**src/rtl/two_phase_latch_sequencer.sv**
```systemverilog
// rtl/two_phase_latch_sequencer.sv - non-overlapping master/slave latch enable sequencer
// Optional completed-cycle counter enabled by TWO_PHASE_SEQ_CYCLE_COUNT_EN.
module two_phase_latch_sequencer #(
  parameter int CNT_W = 4
) (
  input  logic             clk,
  input  logic             rst,
  input  logic             run,
  input  logic             step,
  input  logic [CNT_W-1:0] phase_len,
  input  logic [CNT_W-1:0] gap_len,
  output logic             en_m,
  output logic             en_s,
  output logic             busy,
  output logic             cycle_done,
  output logic [7:0]       cycle_cnt
);

  typedef enum logic [2:0] {
    S_IDLE,
    S_MASTER,
    S_GAP1,
    S_SLAVE,
    S_GAP2
  } state_t;

  state_t           state_q, state_d;
  logic [CNT_W-1:0] cnt_q, cnt_d;
  logic [CNT_W-1:0] p_q, p_d;
  logic [CNT_W-1:0] g_q, g_d;

  logic [CNT_W-1:0] p_last;
  logic [CNT_W-1:0] g_last;
  logic             p_done;
  logic             g_done;
  logic             g_zero;
  logic             end_of_cycle;

  // A latched phase length of 0 dwells one clock, same as 1.
  assign p_last = (p_q == '0) ? '0 : p_q - CNT_W'(1);
  assign g_last = g_q - CNT_W'(1);
  assign p_done = (cnt_q == p_last);
  assign g_done = (cnt_q == g_last);
  assign g_zero = (g_q == '0);

  assign end_of_cycle = ((state_q == S_GAP2) && g_done) ||
                        ((state_q == S_SLAVE) && p_done && g_zero);

  always_ff @(posedge clk) begin
    if (rst) begin
      state_q <= S_IDLE;
      cnt_q   <= '0;
      p_q     <= '0;
      g_q     <= '0;
    end else begin
      state_q <= state_d;
      cnt_q   <= cnt_d;
      p_q     <= p_d;
      g_q     <= g_d;
    end
  end

  always_comb begin
    state_d = state_q;
    cnt_d   = cnt_q + CNT_W'(1);
    p_d     = p_q;
    g_d     = g_q;
    case (state_q)
      S_IDLE: begin
        cnt_d = '0;
        if (run || step) begin
          state_d = S_MASTER;
          p_d     = phase_len;
          g_d     = gap_len;
        end
      end
      S_MASTER: begin
        if (p_done) begin
          cnt_d   = '0;
          state_d = g_zero ? S_SLAVE : S_GAP1;
        end
      end
      S_GAP1: begin
        if (g_done) begin
          cnt_d   = '0;
          state_d = S_SLAVE;
        end
      end
      S_SLAVE: begin
        if (p_done) begin
          cnt_d = '0;
          if (!g_zero) state_d = S_GAP2;
        end
      end
      S_GAP2: begin
        if (g_done) cnt_d = '0;
      end
      default: begin
        state_d = S_IDLE;
        cnt_d   = '0;
      end
    endcase

    // Cycle boundary: only run is honoured here, so a step-started cycle parks in IDLE.
    if (end_of_cycle) begin
      cnt_d = '0;
      if (run) begin
        state_d = S_MASTER;
        p_d     = phase_len;
        g_d     = gap_len;
      end else begin
        state_d = S_IDLE;
      end
    end
  end

  assign en_m       = (state_q == S_MASTER);
  assign en_s       = (state_q == S_SLAVE);
  assign busy       = (state_q != S_IDLE);
  assign cycle_done = end_of_cycle;

`ifdef TWO_PHASE_SEQ_CYCLE_COUNT_EN
  logic [7:0] cycle_cnt_q;

  always_ff @(posedge clk) begin
    if (rst) begin
      cycle_cnt_q <= '0;
    end else if (end_of_cycle) begin
      cycle_cnt_q <= cycle_cnt_q + 8'd1;
    end
  end

  assign cycle_cnt = cycle_cnt_q;
`else
  assign cycle_cnt = '0;
`endif

endmodule

```
**config.mk**
```make
export PLATFORM = sky130hd
export DESIGN_NAME = two_phase_latch_sequencer
export DESIGN_NICKNAME = d
export VERILOG_FILES = /design/src/rtl/two_phase_latch_sequencer.sv
export SDC_FILE = /design/constraint.sdc
export NUM_CORES = 1
export LEC_CHECK = 0
export BUFFER_PORTS_ARGS = -buffer_cell sky130_fd_sc_hd__buf_4
export CAP_MARGIN = 0
export CORE_ASPECT_RATIO = 1.2
export CORE_MARGIN = 2
export CORE_UTILIZATION = 47
export CTS_CLUSTER_DIAMETER = 60
export DETAILED_ROUTE_END_ITERATION = 6
export PLACE_DENSITY_LB_ADDON = 0.12
export SETUP_SLACK_MARGIN = 0.15
export SYNTH_ARGS = -nofsm -noshare
export SYNTH_HDL_FRONTEND = slang
export SYNTH_SLANG_ARGS = --single-unit
```
**constraint.sdc**
```tcl
create_clock -name clk -period 2 [get_ports clk]
set_input_delay 0.2 -clock clk [delete_from_list [all_inputs] [get_ports clk]]
set_output_delay 0.2 -clock clk [all_outputs]
set_load 0.005 [all_outputs]
```
==> results of run 1 <==
-- report_power, final --
part           leakage [nW]  switching, mW  internal (mW)
clock network        0.0150         0.0953         0.0775
logic                 0.377          0.424          0.471
registers             0.126          0.108          0.384
-- cell usage after synthesis (all sizes together), types with 2 or more instances --
cell type,n,share of area
nand2b,16,0.096
dfxtp,15,0.29
nor2,11,0.042
buf,8,0.057
o21ai,8,0.038
mux2i,7,0.067
xnor2,7,0.059
a21oi,5,0.024
inv,5,0.018
nor3,5,0.029
nor4,5,0.036
nand2,4,0.014
clkbuf,3,0.011
ha,3,0.036
nand3,3,0.014
or3,3,0.018
mux2,2,0.022
nor2b,2,0.012
o41ai,2,0.017
-- layout by cell type (no fill, tap or decap), types with 2 or more instances in the layout --
cell and n:
buf_4 22, nand2b_1 16, nor2_1 9, conb_1 8, dfxtp_1 8, mux2i_1 7, xnor2_1 6, dfxtp_2 6
o21ai_0 5, nand2_1 4, a21oi_1 4, inv_1 3, nor3_1 3, nor4_2 3, nand3_1 3, clkbuf_4 3
nor3_2 2, or3_1 2, inv_2 2, nor2_4 2, o21ai_1 2, nor2b_1 2, o41ai_1 2, nor4_1 2
ha_1 2, buf_6 2
-- per-layer routing --
metal	part of all wire	routed length, um	GRT usage
met2	0.53	1170	0.309
met3	0.027	60	0.0390
met4	0.017	38	0.0833
met1	0.42	932	0.221
met5	0	0	0
-- timing repair --
item	4_1_cts	5_1_grt
pin swaps	1	3
setup buffers	2	2
gates cloned	0	0
endpoints found under the setup margin	12	16
gates resized for setup	9	16
endpoints found under the hold margin	0	0
-- cells by family (layout without fill, tap and decap cells) --
kind of cell / Yosys count / count (layout)
simple gates: 55 / 55
compound gates: 21 / 21
buf+inv: 16 / 33
flops: 15 / 15
mux: 9 / 9
xor+xnor: 8 / 8
fa+ha+maj: 3 / 3
other cells: 1 / 8
-- critical path: stages, from the launching register on --
cell     delay, ns
dfxtp_2       0.37
inv_2         0.06
ha_4          0.16
xnor2_2       0.12
xnor2_1       0.13
or4_4         0.45
nor2_4        0.10
or2_4         0.14
buf_6         0.09
-- final cells by class --
type	count	share of cell area
repair buffers	24	0.139
well taps	30	0.0279
inverters	5	0.0139
flip-flops and latches	15	0.231
clock buffers	4	0.0195
multi-input cells	104	0.568
-- registers in the layout, summed over array words and instances, names as in the netlist --
| register | cells |
|---|---|
| p_q | 4 |
| cnt_q | 4 |
| g_q | 4 |
| state_q | 3 |
-- how the worst max path moves through the flow --
| stage | from | to | slack, ns | cells past startpoint |
|---|---|---|---|---|
| after floorplan | g_q[0] | state_q[0] | 0.05 | 7 |
| after global placement | g_q[0] | state_q[0] | 0.03 | 7 |
| after detailed placement | g_q[0] | state_q[0] | -0.02 | 8 |
| after CTS | g_q[0] | cycle_done | -0.13 | 8 |
| after global routing | g_q[0] | cycle_done | -0.20 | 8 |
| final | g_q[0] | cycle_done | -0.12 | 8 |
==> metrics.md, run 1 <==
| Metric | Value |
|---|---|
| Status | finished, violations left |
| Failing checks | setup timing |
| Final Max Slew Viols | 0 |
| Multi-input gate area | 766 um^2 |
| CP endpoint kind | output port |
| Vias in the first global route | between 800 and 900 |
| Post-synthesis simple-gate area fraction | 0.306 |
| XOR/XNOR Fraction of Synth Area | 0.0669 |
| Average cell area after synthesis | between 8 and 9 um^2 |
| F_max | between 400 and 500 MHz |
| Hold path endpoint | p_q[0] |
| Die ar. | about 2600 um^2 |
| Worst R2R Start | g_q[0] |
| Worst skew pair latency | roughly 0.28 ns |
| Register area | 312 um^2 |
| Fin cells | between 150 and 200 |
| GRT Residual Overflow | 0 |
| Layout cells sized above 1 | 0.355 |
| DRC | 0 |
| Io pins | 24 |
| Fillers | 192 |
| Cell count after synthesis | 128 |
| Static Leak | around 0.52 nW |
| Max VDD drop | between 600 and 700 uV |
| Number of synthesized register bits | 15 |
| Die height | roughly 56 um |
| Hold Path Class | input pin to flip-flop |
| RSZ-0062 raised after global routing | true |
| Antenna Cells | 0 |
| Adder-Cell Fraction of Synth Area | 0.0358 |
| Post-synth EDFFs | 0 |
| Drt first pass iters | 4 |
| Sequential fraction of the synthesis area | 0.287 |
| Compound-cell area share of the yosys netlist | 0.127 |
| Final Worst Setup Slack | -0.115 ns |
| Kind of critical path | flip-flop to output port |
| Post-CTS Hold Fix Bufs | 0 |
| Initial DRC Count | 26 |
| CP Max Fanout | 3 |
| Post-placement worst setup slack | -0.0174 ns |
| Finished Core Util | 0.643 |
| Post-route clock period utilization | 1.06 |
| Die span in x | 47.1 um |
| TritonCTS clock tree | done |
| Number of instances in the placed design | approximately 170 |
| Finished layout cell area | 1350 um^2 |
| Total power | 1.56 mW |
| Detailed-route wire length | ~2200 um |
| Clk slew on worst S/H paths | roughly 0.08 ns |
| Num rows | 18 |
| GRT Util Overall | 0.187 |
| Wire per inst | 12.1 um |
| R2r setup slk | -0.06 ns |
| IO Port Bufs | 15 |
| Starting Density | 0.500 |
| CORE AREA | 2090 um^2 |
| Detail Route Antenna Nets | 0 |
| Clk root buf | clkbuf_4 |
| Minimum clock period after layout | roughly 2.1 ns |
| CTS H-Tree Depth | 1 |
| Largest net degree at the start of global routing | 23 |
| Antenna violations before repair | 0 |
| Reg2Reg Depth | 8 |
| WHS | ~0.17 ns |
| Post-synth ARST share | 0 |
| Post-synth cell types | 36 |
| Vias per inst | 5.07 |
| CTS Buffer Depth | 2 |
| Startpoint types | flip-flop |
| Worst clock skew | roughly 0.0038 ns |
| DPL Wire Length | 1570 um |
| Post-synth top flop | dfxtp_1 |
| Vias | a little over 900 |
| Mux contribution to synthesized area | 0.0884 |
| Hold depth | 3 |
| Area delta synth->final | 28.7% |
| Req. time, crit path | approximately 1.8 ns |
| Cell Area, Synth | approximately 1000 um^2 |
| R2r endpoint | state_q[0] |
| First-pass GRT wire length | 3590 um |
| Placer congestion estimate | around 0.86 |
| Main combinational cell family by area after synthesis | simple AND/OR/NAND/NOR gates |
| Hold Crit Start | phase_len[0] |
| Max-capacitance violation count | 0 |
| CTS Buf Count | 3 |
| Final setup viols | 8 |
| Ys Warns | 0 |
| Clock sinks | 15 |
| Final nets | between 150 and 200 |
| Hold Fails Final Rpt | 0 |
| Pwr Density | about 1200 nW/um^2 |
| Setup_tns | -0.263 ns |
| Arrival time at the worst endpoint | around 1.9 ns |
| Dpl cell area | about 1200 um^2 |
Note: power is estimated with default switching activity, not from simulation.
==> inputs of run 2 (changes only) <==
- CTS_CLUSTER_DIAMETER: 60 -> unset
- REMOVE_ABC_BUFFERS: unset -> 1
==> run 2 against run 1 <==
The flow still finishes with violations (setup timing). Die area unchanged. Highest routed layer unchanged. Final cell count up 3.8%. Via count up 6.8%. Design area up 6.0%. Register-to-register slack worse by 0.08 ns.
==> metrics.md, run 2 (same netlist as run 1, synthesis figures left out) <==
| Metric | Value |
|---|---|
| Status | finished, violations left (unchanged) |
| Failing checks | setup timing (unchanged) |
| Most common cell after layout, fill and taps aside | buf_4 (unchanged) |
| CTS H-Tree Depth | 1 (unchanged) |
| Placer congestion estimate | 0.806 (was 0.858) |
| Minimum clock period after layout | 2.19 ns (was 2.12 ns) |
| Io pins | 24 (unchanged) |
| CP endpoint kind | output port (unchanged) |
| Vias per inst | 5.21 (was 5.07) |
| Die span in x | 47.1 um (unchanged) |
| CP endpoint | cycle_done (unchanged) |
| Clk root buf | clkbuf_4 (unchanged) |
| Highest-count cells in the layout ignoring fill and taps | buf_4 (25), nand2b_1 (16), nor2_1 (9), conb_1 (8), dfxtp_1 (8) (was buf_4 (22), nand2b_1 (16), nor2_1 (9), conb_1 (8), dfxtp_1 (8)) |
| Final Worst Setup Slack | -0.194 ns (was -0.115 ns) |
| Hold Fails Final Rpt | 0 (unchanged) |
| Pwr Density | 1160 nW/um^2 (about the same) |
| Multi-input gate area | 782 um^2 (was 766 um^2) |
| Largest net degree at the start of global routing | 23 (unchanged) |
| TritonCTS clock tree | done (unchanged) |
| Finished Core Util | 0.682 (was 0.643) |
| Setup_tns | -0.331 ns (was -0.263 ns) |
| F_max | 456 MHz (was 473 MHz) |
| Clock sinks | 15 (unchanged) |
| Final Max Slew Viols | 0 (unchanged) |
| Worst clock skew | 0.00400 ns (was 0.00380 ns) |
| Area delta synth->final | 36.4% (was 28.7%) |
| Fillers | 175 (was 192) |
| WHS | 0.161 ns (was 0.167 ns) |
| Arrival time at the worst endpoint | 1.99 ns (was 1.92 ns) |
| Initial DRC Count | 17 (was 26) |
| Final nets | 175 (was 168) |
| Die ar. | 2620 um^2 (unchanged) |
| Detailed-route wire length | 2480 um (was 2200 um) |
| R2r endpoint | state_q[0] (unchanged) |
| CORE AREA | 2090 um^2 (unchanged) |
| CTS Buffer Depth | 2 (unchanged) |
| Max-capacitance violation count | 0 (unchanged) |
| R2r setup slk | -0.14 ns (was -0.06 ns) |
| Clk slew on worst S/H paths | 0.09 ns (was 0.08 ns) |
| DPL Wire Length | 1710 um (was 1570 um) |
| CP Max Fanout | 2 (was 3) |
| Reg2Reg Depth | 9 (was 8) |
| Static Leak | 0.560 nW (was 0.518 nW) |
| Num rows | 18 (unchanged) |
| Vias in the first global route | 930 (was 851) |
| Detail Route Antenna Nets | 0 (unchanged) |
| CTS Buf Count | 3 (unchanged) |
| Max VDD drop | 790 uV (was 653 uV) |
| Antenna violations before repair | 0 (unchanged) |
| Layout cells sized above 1 | 0.390 (was 0.355) |
| Top flop regs | cnt_q x4, g_q x4, p_q x4 (unchanged) |
| Die height | 55.7 um (unchanged) |
| Kind of critical path | flip-flop to output port (unchanged) |
| Vias | 985 (was 922) |
| Register area | 309 um^2 (was 312 um^2) |
| Worst skew pair latency | 0.28 ns (about the same) |
| GRT Residual Overflow | 0 (unchanged) |
| RSZ-0062 raised after global routing | true (unchanged) |
| Startpoint types | flip-flop (unchanged) |
| Req. time, crit path | 1.80 ns (about the same) |
| Post-placement worst setup slack | -0.153 ns (was -0.0174 ns) |
| Starting Density | 0.500 (unchanged) |
| Wire per inst | 13.1 um (was 12.1 um) |
| CP Launch Point | g_q[0] (unchanged) |
| First-pass GRT wire length | 4010 um (was 3590 um) |
| Worst R2R Start | g_q[0] (unchanged) |
| Antenna Cells | 0 (unchanged) |
| GRT Util Overall | 0.210 (was 0.187) |
| IO Port Bufs | 15 (unchanged) |
| Drt first pass iters | 4 (unchanged) |
| DRC | 0 (unchanged) |
| Hold Path Class | input pin to flip-flop (unchanged) |
| Post-route clock period utilization | 1.10 (was 1.06) |
| Final setup viols | 2 (was 8) |
==> run 2: how the worst min path moves through the flow <==
stage	depth (start not counted)	startpoint	to	slack [ns]
floorplan	1	rst	state_q[0]	0.27
global placement	3	gap_len[3]	g_q[3]	0.46
detailed placement	3	phase_len[0]	p_q[0]	0.47
CTS	3	phase_len[0]	p_q[0]	0.16
global route	3	phase_len[3]	p_q[3]	0.18
finish	3	phase_len[0]	p_q[0]	0.16
==> run 2: routing by layer <==
metal  share of wire  track usage
met2            0.53        0.358
met4           0.023       0.0833
met5               0            0
met1            0.41        0.236
met3           0.039       0.0519
==> run 2: timing repair <==
item	4_1_cts	5_1_grt
gates resized for setup	22	15
endpoints found under the setup margin	16	16
pin swaps	8	1
setup buffers	2	2
hold buffers	0	0
==> run 2: metrics by stage <==
stage	instance area (um^2)	total power, mW	cells
5_1_grt	1430	1.78	189
4_1_cts	1380	1.60	187
3_3_place_gp	1240	1.25	181
6_report	1430	1.66	189
3_5_place_dp	1240	1.28	181
2_1_floorplan	1000	0.989	124
==> run 2: layout make-up <==
class                           instances  share of cell area
Clock buffer                            4              0.0184
Timing Repair Buffer                   31               0.179
Inverter                                5              0.0131
Sequential cell                        15               0.216
Tap cell                               30              0.0263
Multi-Input combinational cell        104               0.547
==> run 2: worst max-delay path, cell delays in order (launching register included) <==
cell and delay [ns]:
dfxtp_2 0.35, inv_2 0.06, ha_4 0.16, xnor2_2 0.13
xnor2_1 0.13, or4_4 0.43, buf_6 0.14, nor2_4 0.10
or2_4 0.13, buf_6 0.08
==> run 2: report_power, final <==
| group | switching, mW | total (mW) | leakage, nW | internal (mW) |
|---|---|---|---|---|
| clock network | 0.0945 | 0.172 | 0.0150 | 0.0776 |
| logic | 0.469 | 0.994 | 0.420 | 0.525 |
| registers | 0.113 | 0.498 | 0.126 | 0.385 |
| total | 0.677 | 1.66 | 0.560 | 0.987 |
